===== config.mk =====
export PLATFORM = sky130hd
export DESIGN_NAME = pipe_collision_scorer
export DESIGN_NICKNAME = d
export VERILOG_FILES = /design/src/rtl/pipe_collision_scorer.sv
export SDC_FILE = /design/constraint.sdc
export NUM_CORES = 1
export LEC_CHECK = 0
export CAP_MARGIN = 20
export CORE_MARGIN = 4
export CORE_UTILIZATION = 48
export DETAILED_ROUTE_END_ITERATION = 12
export GPL_TIMING_DRIVEN = 0
export PLACE_DENSITY = 0.8
export RECOVER_POWER = 100
export REMOVE_ABC_BUFFERS = 1
export SLEW_MARGIN = 10
export SYNTH_ARGS = -nofsm -noshare
export SYNTH_HDL_FRONTEND = slang
export SYNTH_SLANG_ARGS = --single-unit

===== constraint.sdc =====
create_clock -name clk_2ms -period 2.65 [get_ports clk_2ms]
set_input_delay 0.6625 -clock clk_2ms [delete_from_list [all_inputs] [get_ports clk_2ms]]
set_output_delay 0.6625 -clock clk_2ms [all_outputs]
set_load 0.03 [all_outputs]

===== src/rtl/pipe_collision_scorer.sv =====
// Collision/floor detection and pipe-clear scoring for the flappy game.
// One evaluation per clk_2ms tick; all outputs registered.
module pipe_collision_scorer #(
  parameter int pip_width  = 100,
  parameter int pip_height = 100,
  parameter int bird_X     = 200,
  parameter int bird_size  = 20,
  parameter int floor_Y    = 480,
  parameter int score_max  = 999
) (
  input  logic       clk_2ms,
  input  logic       rst,
  input  logic [1:0] state,
  input  logic [9:0] pip_X,
  input  logic [8:0] pip_Y,
  input  logic [8:0] bird_Y,
  output logic       hit,
  output logic       pass_pulse,
  output logic       game_over,
  output logic [9:0] score
);

  typedef enum logic [1:0] {IDLE, ARMED, PASSED, OVER} fsm_t;

  localparam logic [10:0] BX      = 11'(bird_X);
  localparam logic [10:0] BS      = 11'(bird_size);
  localparam logic [10:0] PW      = 11'(pip_width);
  localparam logic [10:0] PH      = 11'(pip_height);
  localparam logic [10:0] FY      = 11'(floor_Y);
  localparam logic [10:0] X_FAR   = BX + BS + PW;
  localparam logic [9:0]  SCR_MAX = 10'(score_max);

  fsm_t        fsm, fsm_n;
  logic        hit_n, pass_n, go_n;
  logic [9:0]  score_n;
  logic [10:0] px, py, by;
  logic        colx, outgap, flr, collide, behind, respawn;

  assign px = {1'b0, pip_X};
  assign py = {2'b00, pip_Y};
  assign by = {2'b00, bird_Y};

  // Subtractions moved to the opposite side so no term can underflow.
  assign colx    = (px > BX) && (px < X_FAR);
  assign outgap  = (by + PH < py) || (by + BS > py);
  assign flr     = (by + BS > FY);
  assign collide = (colx && outgap) || flr;
  assign behind  = (px <= BX);
  assign respawn = (px >= X_FAR);

  always_comb begin
    fsm_n   = fsm;
    hit_n   = 1'b0;
    pass_n  = 1'b0;
    go_n    = game_over;
    score_n = score;
    if (state == 2'd0) begin
      fsm_n   = IDLE;
      go_n    = 1'b0;
      score_n = '0;
    end else begin
      unique case (fsm)
        IDLE: begin
          go_n    = 1'b0;
          score_n = '0;
          if (state == 2'd1) fsm_n = behind ? PASSED : ARMED;
        end
        ARMED, PASSED: begin
          if (state == 2'd1) begin
            if (collide) begin
              hit_n = 1'b1;
              go_n  = 1'b1;
              fsm_n = OVER;
            end else if (fsm == ARMED && behind) begin
              pass_n  = 1'b1;
              score_n = (score >= SCR_MAX) ? score : score + 10'd1;
              fsm_n   = PASSED;
            end else if (fsm == PASSED && respawn) begin
              fsm_n = ARMED;
            end
          end
        end
        OVER: ;
        default: fsm_n = IDLE;
      endcase
    end
  end

  always_ff @(posedge clk_2ms or posedge rst) begin
    if (rst) begin
      fsm        <= IDLE;
      hit        <= 1'b0;
      pass_pulse <= 1'b0;
      game_over  <= 1'b0;
      score      <= '0;
    end else begin
      fsm        <= fsm_n;
      hit        <= hit_n;
      pass_pulse <= pass_n;
      game_over  <= go_n;
      score      <= score_n;
    end
  end

endmodule


==> key figures, run 1 <==
Outcome
  • Outcome: finished, violations left
  • Violated checks: setup timing

Drt
  • Routed WL: about 3600 microns
  • Mean routed wirelength per cell: between 10 and 15 microns
  • Number of detailed-route iterations in the first pass: 4
  • DR DRC count: 0
  • Vias/cell: 5.374
  • Iter 0 DRT Violations: 56
  • Routed via count: 1510
  • Antenna Nets Post-Route: 0

Cells and area
  • Area Overhead vs Synth: 38.03%
  • Fin util: 0.7069
  • Post-route design area: roughly 2200 sq um
  • Layout Cells excl Fill: between 200 and 300
  • Share of cells above drive strength 1: 0.1350
  • Final nets: 290
  • Ant diodes: 0

Global routing
  • First-pass GRT wire length: around 6000 microns
  • Largest net degree at the start of global routing: 16
  • Vias in the first global route: 1423
  • Initial antenna violation count: 0
  • GRT overflow: 0
  • Overall routing resource usage: 0.1751

Logic synthesis
  • Post-synth EDFFs: 0
  • Top-count cell post-synth: ha_1
  • #FFs+latches synth: 15
  • Synth Flop Type: dfrtp_1
  • Synth async-reset ratio: 1.000
  • Most frequent cells after synthesis: ha_1 (20), inv_1 (19), nor2_1 (16), dfrtp_1 (15), nand2_1 (11)
  • Yosys top cell area share: 0.2362
  • Post-synthesis compound-gate area fraction: 0.2386
  • XOR/XNOR Fraction of Synth Area: 0.09370
  • Synth area leaders: dfrtp_1 (24%), ha_1 (16%), xnor2_1 (5.0%)
  • Largest family of logic cells by synthesized area: compound AO/OA/AOI/OAI gates
  • Seq/Total Area, Yosys: 0.2362
  • Mapped Cells: ~190
  • Synth warnings: 0
  • Post-synthesis mux area share: 0.01260
  • Post-synth cell types: 49
  • Adder-cell share of the synthesized area: 0.1575
  • Post-Syn Area per Cell: between 8 and 9 sq um
  • Mapped Area: about 1600 sq um
  • Largest area contributor in the netlist: dfrtp_1
  • Post-synthesis simple-gate area fraction: 0.1953

Worst setup path
  • CP Class: input pin to flip-flop
  • Worst Setup SP: bird_Y[2]
  • CP endpoint: fsm[1]$_DFFE_PP0P_
  • CP Launch Type: input pin
  • Arrival @ worst endpoint: approximately 3.0 ns
  • CP endpoint kind: flip-flop
  • Capturing point of the worst reg2reg path: score[6]$_DFFE_PP0P_
  • Internal reg-to-reg setup slack: 0.45 ns
  • Critical path required time: 2.86 ns
  • R2R Path Start: fsm[0]$_DFFE_PP0P_
  • CP max FO: 5
  • R2R cell count: 9

Min path
  • Hold_sp: game_over$_DFFE_PP0P_
  • Worst min path class: flip-flop to flip-flop

Place
  • PortBufs: 44
  • Post-DP HPWL: around 2800 microns
  • Post-placement cell count: 268
  • Pre-CTS WS: -1.246 ns
  • Area of placed instances: 2056 sq um
  • Placer congestion estimate: around 0.82

STA
  • Fin crit share: 1.060
  • Minimum clock period: approximately 2.8 ns
  • Worst Tran Pin Value: ~0.57 ns
  • Hold Fails Final Rpt: 0
  • Worst relative slew slack: 0.6199
  • Unrepaired setup endpoints after global routing: yes
  • Highest Clock Rate: 355.9 MHz
  • Pins over their slew limit: 0
  • Final hold slack: between 0.5 and 0.6 ns
  • Layout Skew: ~0.0058 ns
  • Setup TNS: -0.4308 ns
  • Final worst slack: -0.1601 ns
  • Final Setup Violations: 3

Power
  • Max VDD drop: approximately 0.24 mV
  • Sequential group share of total power: 0.290
  • LEAKAGE: 1.052 nW
  • Pwr Total: 0.8857 mW
  • Clock network power share: 0.146
  • Comb pwr share: 0.564
  • PD cells: 403.8 nW/um^2
  • Pint: between 0.5 and 0.6 mW
  • Switch share: 0.4114
  • Psw: 0.3644 mW

Clock tree
  • H-tree depth: 1
  • CTS root buf: clkbuf_4
  • Worst skew pair latency: 0.29 ns
  • Cts hold-fix bufs: 0
  • CTS Buffer Depth: 2
  • TritonCTS clock tree: built
  • Clk sinks: 15
  • TritonCTS buffer count: 3
  • Clock Pin Slew Worst Setup and Hold Paths: ~0.090 ns

Die
  • Die area: about 4300 sq um
  • FP Rows: 20
  • Die X: around 66 microns
  • Die Ht: 65.54 microns
  • # IOs: 45
  • Initial core utilization: 0.5121
  • Area of the core: around 3100 sq um

Flow run
  • MaxCap Viol Count: 0
area by class of cell:
class	count	area [sq um]
fillers	262	909.6
inverters	19	71.32
multi-input cells	145	1145
repair buffers	54	519.2
well taps	44	55.05
flip-flops and latches	15	375.4
clock inverters	1	5.005
clock buffers	3	22.52
routing by layer:
layer,routed length [microns],vias to the layer above,GRT usage
met3,149,2,0.03248
met1,1663,708,0.2186
li1,-,761,-
met5,0,-,0
met4,7,0,0.02850
met2,1825,39,0.3161
placed cells by master, fill, tap and decap left out, drive strengths merged, types with 3 or more instances in the layout:
cell and count:
nand3 4, o211ai 6, xor2 8, nor2b 6, and2 3, clkdlybuf4s50 23, inv 19, xnor2 9
nor2 16, dfrtp 15, and3 9, clkbuf 3, a211oi 3, o21ai 7, nand2 11, nor3 3
dlygate4sd3 14, buf 16, a21oi 11, ha 20, nand4 3
critical path: stages:
cell and delay [ns]:
buf_12 0.11, ha_4 0.17, o2111ai_4 0.19, xnor2_1 0.10, ha_1 0.35, nand4_1 0.11, or3_1 0.31, o211ai_1 0.13
o211ai_1 0.14, a31o_4 0.24, o41a_1 0.32, o211ai_1 0.17
power groups by stage:
stage	sequential [mW]	combinational, mW	clock, mW
after global placement	0.261	0.457	0
final	0.257	0.499	0.130
after detailed placement	0.262	0.477	0
after CTS	0.258	0.497	0.136
after global routing	0.259	0.555	0.149
after floorplan	0.269	0.311	0
registers in the layout, indices dropped and copies added, names as in the netlist:
register	cells
pass_pulse	1
score	10
hit	1
fsm	2
game_over	1
timing repair:
action | CTS | global route
pin swaps | 8 | 4
setup endpoints to repair | 14 | 5
gates resized for setup | 43 | 3
setup buffers | 8 | 1
how the worst min path moves through the flow:
stage	cells past startpoint	end	slack (ns)
after detailed placement	2	game_over$_DFFE_PP0P_	0.52
final	2	game_over$_DFFE_PP0P_	0.52
after floorplan	1	fsm[0]$_DFFE_PP0P_	0.56
after CTS	2	game_over$_DFFE_PP0P_	0.53
after global placement	2	game_over$_DFFE_PP0P_	0.52
after global routing	2	game_over$_DFFE_PP0P_	0.55
cell families (layout without fill, tap and decap cells):
| group | after synthesis | count (layout) |
|---|---|---|
| buffers and inverters | 25 | 77 |
| AOI/OAI and AO/OA | 46 | 46 |
| DFF | 15 | 15 |
| muxes | 2 | 2 |
| adders and majority gates | 20 | 20 |
| and+or+nand+nor | 60 | 60 |
| xor gates and xnor gates | 17 | 17 |
Power figures use the tool's default switching activity.
==> run 2, diff against run 1 <==
Settings changed: CORE_MARGIN 4 to 10, CORE_UTILIZATION 48 to 30, PLACE_DENSITY 0.8 to not set.
==> key figures, run 2 (synthesized netlist as in run 1, its figures left out) <==
Die
  • FP Rows: 26 (+30%)
  • Initial core utilization: 0.3111 (-0.2010)
  • Area of the core: 5107 sq um (+65%)
  • # IOs: 45 (unchanged)
  • Die area: 8608 sq um (+100%)
  • Die Ht: 92.78 microns (+42%)
  • Die X: 92.78 microns (+42%)

Cells and area
  • Reg with most FFs: score
  • Layout Cells excl Fill: 304 (+8.2%)
  • Most frequent cells in the layout: clkdlybuf4s50_1 (23), inv_1 (19), ha_1 (19)
  • Ant diodes: 0 (unchanged)
  • Fin util: 0.4351 (-0.2718)
  • Final nets: 287 (-1.0%)
  • Share of cells above drive strength 1: 0.1282 (-0.006816)
  • Area Overhead vs Synth: 39.84%
  • Regs by FF count: score: 10 flops, fsm: 2 flops
  • Post-route design area: 2222 sq um (+1.3%)
  • Commonest non-fill, non-tap cell in the layout: clkdlybuf4s50_1
  • Largest register FFs: 10 (unchanged)

Power
  • Max VDD drop: 0.2049 mV (-13%)
  • LEAKAGE: 1.043 nW (-0.78%)
  • PD cells: 424.8 nW/um^2 (+5.2%)

Global routing
  • Overall routing resource usage: 0.08874 (-0.08638)
  • Vias in the first global route: 1507 (+5.9%)
  • Initial antenna violation count: 0 (unchanged)
  • Largest net degree at the start of global routing: 16 (unchanged)
  • First-pass GRT wire length: 6541 microns (+8.9%)
  • GRT overflow: 0 (unchanged)

Place
  • Placer congestion estimate: 0.8062 (-1.1%)
  • Area of placed instances: 2088 sq um (+1.6%)
  • Post-DP HPWL: 3226 microns (+14%)
  • Post-placement cell count: 294 (+9.7%)
  • PortBufs: 44 (unchanged)

Worst setup path
  • CP Class: input pin to flip-flop
  • R2R Path Start: fsm[1]$_DFFE_PP0P_
  • Cells along the critical path: buf_12 > ha_4 > o2111ai_4 > xnor2_1 > ha_1 > nand4_1 > or3_1 > o211ai_1 > o211ai_1 > a31o_4 > o41a_1 > o211ai_1
  • Most used cell along the critical path: o211ai_1
  • CP endpoint kind: flip-flop
  • CP Launch Type: input pin
  • R2R cell count: 10 (+1)
  • WP buf/inv: 1 (unchanged)
  • Arrival @ worst endpoint: 3.02 ns (about the same)
  • Max incr delay on CP: 0.35 ns (about the same)
  • Capturing point of the worst reg2reg path: score[2]$_DFFE_PP0P_
  • Family with the most delay on the worst path: compound AO/OA/AOI/OAI gates
  • Internal reg-to-reg setup slack: 0.48 ns (+0.03 ns)
  • CP max FO: 5 (unchanged)
  • Worst path slowest cell: o41a_1
  • Critical path required time: 2.82 ns (-0.04 ns)

Flow run
  • MaxCap Viol Count: 0 (unchanged)

Clock tree
  • TritonCTS clock tree: built
  • Clk sinks: 15 (unchanged)
  • Clock Pin Slew Worst Setup and Hold Paths: 0.06 ns (-0.03 ns)
  • CTS Buffer Depth: 2 (unchanged)
  • H-tree depth: 1 (unchanged)
  • TritonCTS buffer count: 3 (unchanged)
  • Worst skew pair latency: 0.25 ns (-0.04 ns)
  • CTS root buf: clkbuf_8

Outcome
  • Outcome: finished, violations left
  • Violated checks: setup timing

STA
  • Unrepaired setup endpoints after global routing: yes
  • Minimum clock period: 2.853 ns (+0.04331 ns)
  • Highest Clock Rate: 350.5 MHz (-1.5%)
  • Fin crit share: 1.077 (+0.01635)
  • Layout Skew: 0.008469 ns (+0.002624 ns)
  • Worst relative slew slack: 0.5090 (-0.1109)
  • Final worst slack: -0.2034 ns (-0.04332 ns)
  • Pins over their slew limit: 0 (unchanged)
  • Final Setup Violations: 3 (unchanged)
  • Worst Tran Pin Value: 0.7288 ns (+0.1593 ns)
  • Hold Fails Final Rpt: 0 (unchanged)

Drt
  • Number of detailed-route iterations in the first pass: 4 (unchanged)
  • Antenna Nets Post-Route: 0 (unchanged)
  • Routed via count: 1472 (-2.5%)
  • DR DRC count: 0 (unchanged)
  • Mean routed wirelength per cell: 12.82 microns (-1.1%)
  • Vias/cell: 4.842 (-9.9%)
  • Routed WL: 3898 microns (+6.9%)
  • Iter 0 DRT Violations: 45 (-20%)

Min path
  • Hold_sp: score[9]$_DFFE_PP0P_
  • WHS Path Cells: 1 (-1)
  • Hold EP: score[9]$_DFFE_PP0P_
  • Worst min path class: flip-flop to flip-flop
==> run 2: cell count changes in the layout (fill, tap and decap cells not counted) <==
cell,change
o22ai_2,+1
buf_12,-1
o22ai_1,-1
clkbuf_8,+3
nor2b_4,+1
o311ai_0,+1
nor2b_1,-1
buf_4,-2
clkinv_2,-1
clkbuf_1,+1
o311ai_1,-1
clkbuf_4,-3
==> run 2: area by class of cell <==
| cell class | count | area, sq um |
|---|---|---|
| Timing Repair Buffer | 51 | 484.2 |
| Inverter | 19 | 71.32 |
| Multi-Input combinational cell | 145 | 1159 |
| Fill cell | 517 | 2885 |
| Tap cell | 70 | 87.58 |
| Sequential cell | 15 | 375.4 |
| Clock buffer | 4 | 45.04 |
==> run 2: per-layer routing <==
metal,part of all wire,vias up,track usage
met2,0.44,40,0.1408
met4,0.011,0,0.02828
met1,0.46,671,0.1073
met5,0,-,0
li1,-,755,-
met3,0.087,6,0.03471
==> run 2: metrics by stage <==
| step | setup TNS, ns | hold slack, ns | setup WS, ns | total power [mW] |
|---|---|---|---|---|
| 3_5_place_dp | -10.53 | 0.5136 | -1.230 | 0.7345 |
| 6_report | -0.4792 | 0.5145 | -0.2034 | 0.9439 |
| 3_3_place_gp | -10.82 | 0.5116 | -1.220 | 0.7246 |
| 2_1_floorplan | -0.8696 | 0.5640 | -0.3302 | 0.5798 |
| 4_1_cts | -0.4795 | 0.5279 | -0.1901 | 0.9404 |
| 5_1_grt | -1.084 | 0.5359 | -0.3216 | 1.027 |
==> run 2: worst reg2reg max path, stage by stage, from the launching register on <==
cell and delay [ns]:
dfrtp_1 0.37, inv_1 0.09, ha_1 0.37, nor2b_1 0.08, o21ai_0 0.16, o21ai_1 0.15
a211oi_4 0.38, buf_4 0.20, nand2_1 0.06, xor2_1 0.12, nor2_1 0.05
==> run 2: how the worst max path moves through the flow <==
| stage | from | to | cells past startpoint |
|---|---|---|---|
| 2_1_floorplan | bird_Y[2] | fsm[1]$_DFFE_PP0P_ | 11 |
| 3_3_place_gp | bird_Y[2] | fsm[0]$_DFFE_PP0P_ | 12 |
| 3_5_place_dp | bird_Y[2] | fsm[0]$_DFFE_PP0P_ | 12 |
| 4_1_cts | bird_Y[2] | fsm[0]$_DFFE_PP0P_ | 12 |
| 5_1_grt | bird_Y[3] | fsm[1]$_DFFE_PP0P_ | 12 |
| 6_report | bird_Y[2] | fsm[1]$_DFFE_PP0P_ | 12 |
==> run 2: power by group <==
group | switching, mW | leakage [nW] | internal (mW)
clock network | 0.0761 | 0.0228 | 0.106
logic | 0.280 | 0.813 | 0.219
registers | 0.0148 | 0.207 | 0.248
total | 0.371 | 1.04 | 0.573
==> run 2: timing repair <==
| item | CTS | global route |
|---|---|---|
| endpoints found under the setup margin | 14 | 12 |
| pin swaps | 8 | 6 |
| resized for setup | 44 | 4 |
| buffers inserted | 5 | 1 |
| hold buffers | 0 | 0 |
| endpoints found under the hold margin | 0 | 0 |
==> run 3, diff against run 2 <==
Clock period 2.65 ns to 3.42 ns, I/O delays scaled along.
==> key figures, run 3 (synthesized netlist as in run 1, its figures left out) <==
Clock tree
  • TritonCTS buffer count: 3 (unchanged)
  • TritonCTS clock tree: built
  • Clk sinks: 15 (unchanged)
  • Post-CTS Setup Repair Bufs: 0 (-5)
  • H-tree depth: 1 (unchanged)
  • Clock Pin Slew Worst Setup and Hold Paths: 0.06 ns (about the same)
  • Worst skew pair latency: 0.25 ns (about the same)
  • CTS Buffer Depth: 2 (unchanged)
  • CTS root buf: clkbuf_8

STA
  • Highest Clock Rate: 305.6 MHz
  • Hold Fails Final Rpt: 0 (unchanged)
  • Fin crit share: 0.9567
  • Pins over their slew limit: 0 (unchanged)
  • Layout Skew: 0.008591 ns (+0.0001211 ns)
  • Worst relative slew slack: 0.5129 (+0.003891)
  • Final hold slack: 0.5146 ns (+0.00009500 ns)
  • Final Setup Violations: 0 (-3)
  • Setup TNS: 0 ns (+0.4792 ns)
  • Minimum clock period: 3.272 ns
  • Final worst slack: 0.1482 ns (+0.3515 ns)
  • Worst Tran Pin Value: 0.7230 ns (-0.005776 ns)

Cells and area
  • Most frequent cells in the layout: clkdlybuf4s50_1 (24), inv_1 (19), ha_1 (19)
  • Reg with most FFs: score
  • Filler instances: 525 (+1.5%)
  • Ant diodes: 0 (unchanged)
  • Fin util: 0.4189 (-0.01617)
  • Share of cells above drive strength 1: 0.07456 (-0.05364)
  • Post-route design area: 2140 sq um (-3.7%)
  • Area Overhead vs Synth: 34.65%
  • Final nets: 281 (-2.1%)
  • Layout Cells excl Fill: 298 (-2.0%)
  • Regs by FF count: score: 10 flops, fsm: 2 flops
  • Largest register FFs: 10 (unchanged)
  • Commonest non-fill, non-tap cell in the layout: clkdlybuf4s50_1

Drt
  • Antenna Nets Post-Route: 0 (unchanged)
  • Iter 0 DRT Violations: 37 (-18%)
  • Mean routed wirelength per cell: 12.51 microns (-2.4%)
  • DR DRC count: 0 (unchanged)
  • Routed via count: 1455 (-1.2%)
  • Vias/cell: 4.883 (+0.84%)
  • Routed WL: 3729 microns (-4.3%)
  • Number of detailed-route iterations in the first pass: 4 (unchanged)

Worst setup path
  • Most used cell along the critical path: o211ai_1
  • Worst path slowest cell: dlygate4sd2_1
  • WP buf/inv: 1 (unchanged)
  • R2R cell count: 9 (-1)
  • Max incr delay on CP: 0.43 ns (+0.08 ns)
  • Capturing point of the worst reg2reg path: score[5]$_DFFE_PP0P_
  • CP Launch Type: input pin
  • Arrival @ worst endpoint: 3.43 ns (+0.41 ns)
  • Internal reg-to-reg setup slack: 1.24 ns (+0.76 ns)
  • CP Class: input pin to flip-flop
  • CP endpoint kind: flip-flop
  • Critical path required time: 3.58 ns (+0.76 ns)
  • Family with the most delay on the worst path: compound AO/OA/AOI/OAI gates
  • Cells along the critical path: dlygate4sd2_1 > o2111ai_2 > xnor2_1 > ha_1 > nand4_1 > or3_1 > o211ai_1 > o211ai_1 > a31o_4 > o41a_1 > o22ai_1
  • CP max FO: 8 (+3)
  • R2R Path Start: fsm[1]$_DFFE_PP0P_

Place
  • Area of placed instances: 2088 sq um (unchanged)
  • Post-DP HPWL: 3226 microns (unchanged)
  • PortBufs: 44 (unchanged)
  • Pre-CTS WS: -0.6522 ns (+0.5775 ns)
  • Post-placement cell count: 294 (unchanged)
  • Placer congestion estimate: 0.8062 (unchanged)

Power
  • LEAKAGE: 1.004 nW (-3.8%)
  • Pwr Total: 0.7066 mW (-25%)
  • PD cells: 330.3 nW/um^2 (-22%)
  • Max VDD drop: 0.1576 mV (-23%)

Die
  • # IOs: 45 (unchanged)
  • Die Ht: 92.78 microns (unchanged)
  • Initial core utilization: 0.3111 (unchanged)
  • Die X: 92.78 microns (unchanged)
  • FP Rows: 26 (unchanged)
  • Die area: 8608 sq um (unchanged)
  • Area of the core: 5107 sq um (unchanged)

Global routing
  • GRT overflow: 0 (unchanged)
  • First-pass GRT wire length: 6382 microns (-2.4%)
  • Largest net degree at the start of global routing: 16 (unchanged)
  • Vias in the first global route: 1471 (-2.4%)
  • Initial antenna violation count: 0 (unchanged)
  • Overall routing resource usage: 0.08659 (-0.002152)

Min path
  • Hold_sp: score[9]$_DFFE_PP0P_
  • Worst min path class: flip-flop to flip-flop
  • Hold EP: score[9]$_DFFE_PP0P_
  • WHS Path Cells: 1 (unchanged)

Outcome
  • Outcome: complete, no violations

Flow run
  • MaxCap Viol Count: 0 (unchanged)
[run 3: changes by cell type in the layout (fill, tap and decap cells not counted), sizes merged]
cell | previous run | this run
buf | 13 | 1
clkbuf | 4 | 6
dlygate4sd2 | 1 | 3
clkdlybuf4s15 | 0 | 1
clkdlybuf4s50 | 23 | 24
[run 3: layout make-up]
type	count	area [sq um]	share of cell area
multi-input combinational	145	1127	0.5269
clock buffer	4	45.04	0.02105
timing repair buffer	45	432.9	0.2023
tap	70	87.58	0.04094
inverter	19	71.32	0.03333
sequential	15	375.4	0.1754
[run 3: routing by layer]
metal,share of wire,up-vias,global-route usage
li1,-,743,-
met1,0.47,666,0.1069
met2,0.43,40,0.1349
met3,0.090,6,0.03390
met4,0.011,0,0.02699
met5,0,-,0
[run 3: worst max path at each step]
stage | startpoint | to | slack (ns) | depth (start not counted)
after floorplan | bird_Y[2] | fsm[1]$_DFFE_PP0P_ | 0.25 | 11
after global placement | bird_Y[2] | fsm[0]$_DFFE_PP0P_ | -0.64 | 12
after detailed placement | bird_Y[2] | fsm[0]$_DFFE_PP0P_ | -0.65 | 12
after CTS | bird_Y[3] | fsm[0]$_DFFE_PP0P_ | 0.03 | 12
after global routing | bird_Y[4] | fsm[0]$_DFFE_PP0P_ | -0.006 | 12
final | bird_Y[4] | fsm[0]$_DFFE_PP0P_ | 0.15 | 11
[run 3: where the power goes]
group	internal, mW	switching, mW	leakage, nW
clock network	0.0825	0.0594	0.0228
registers	0.192	0.0107	0.207
logic	0.156	0.206	0.774
[run 3: what timing repair did]
action / CTS / global route
setup endpoints to repair: 4 / 2
gates resized for setup: 10 / 6
hold buffers: 0 / 0
hold endpoints to repair: 0 / 0
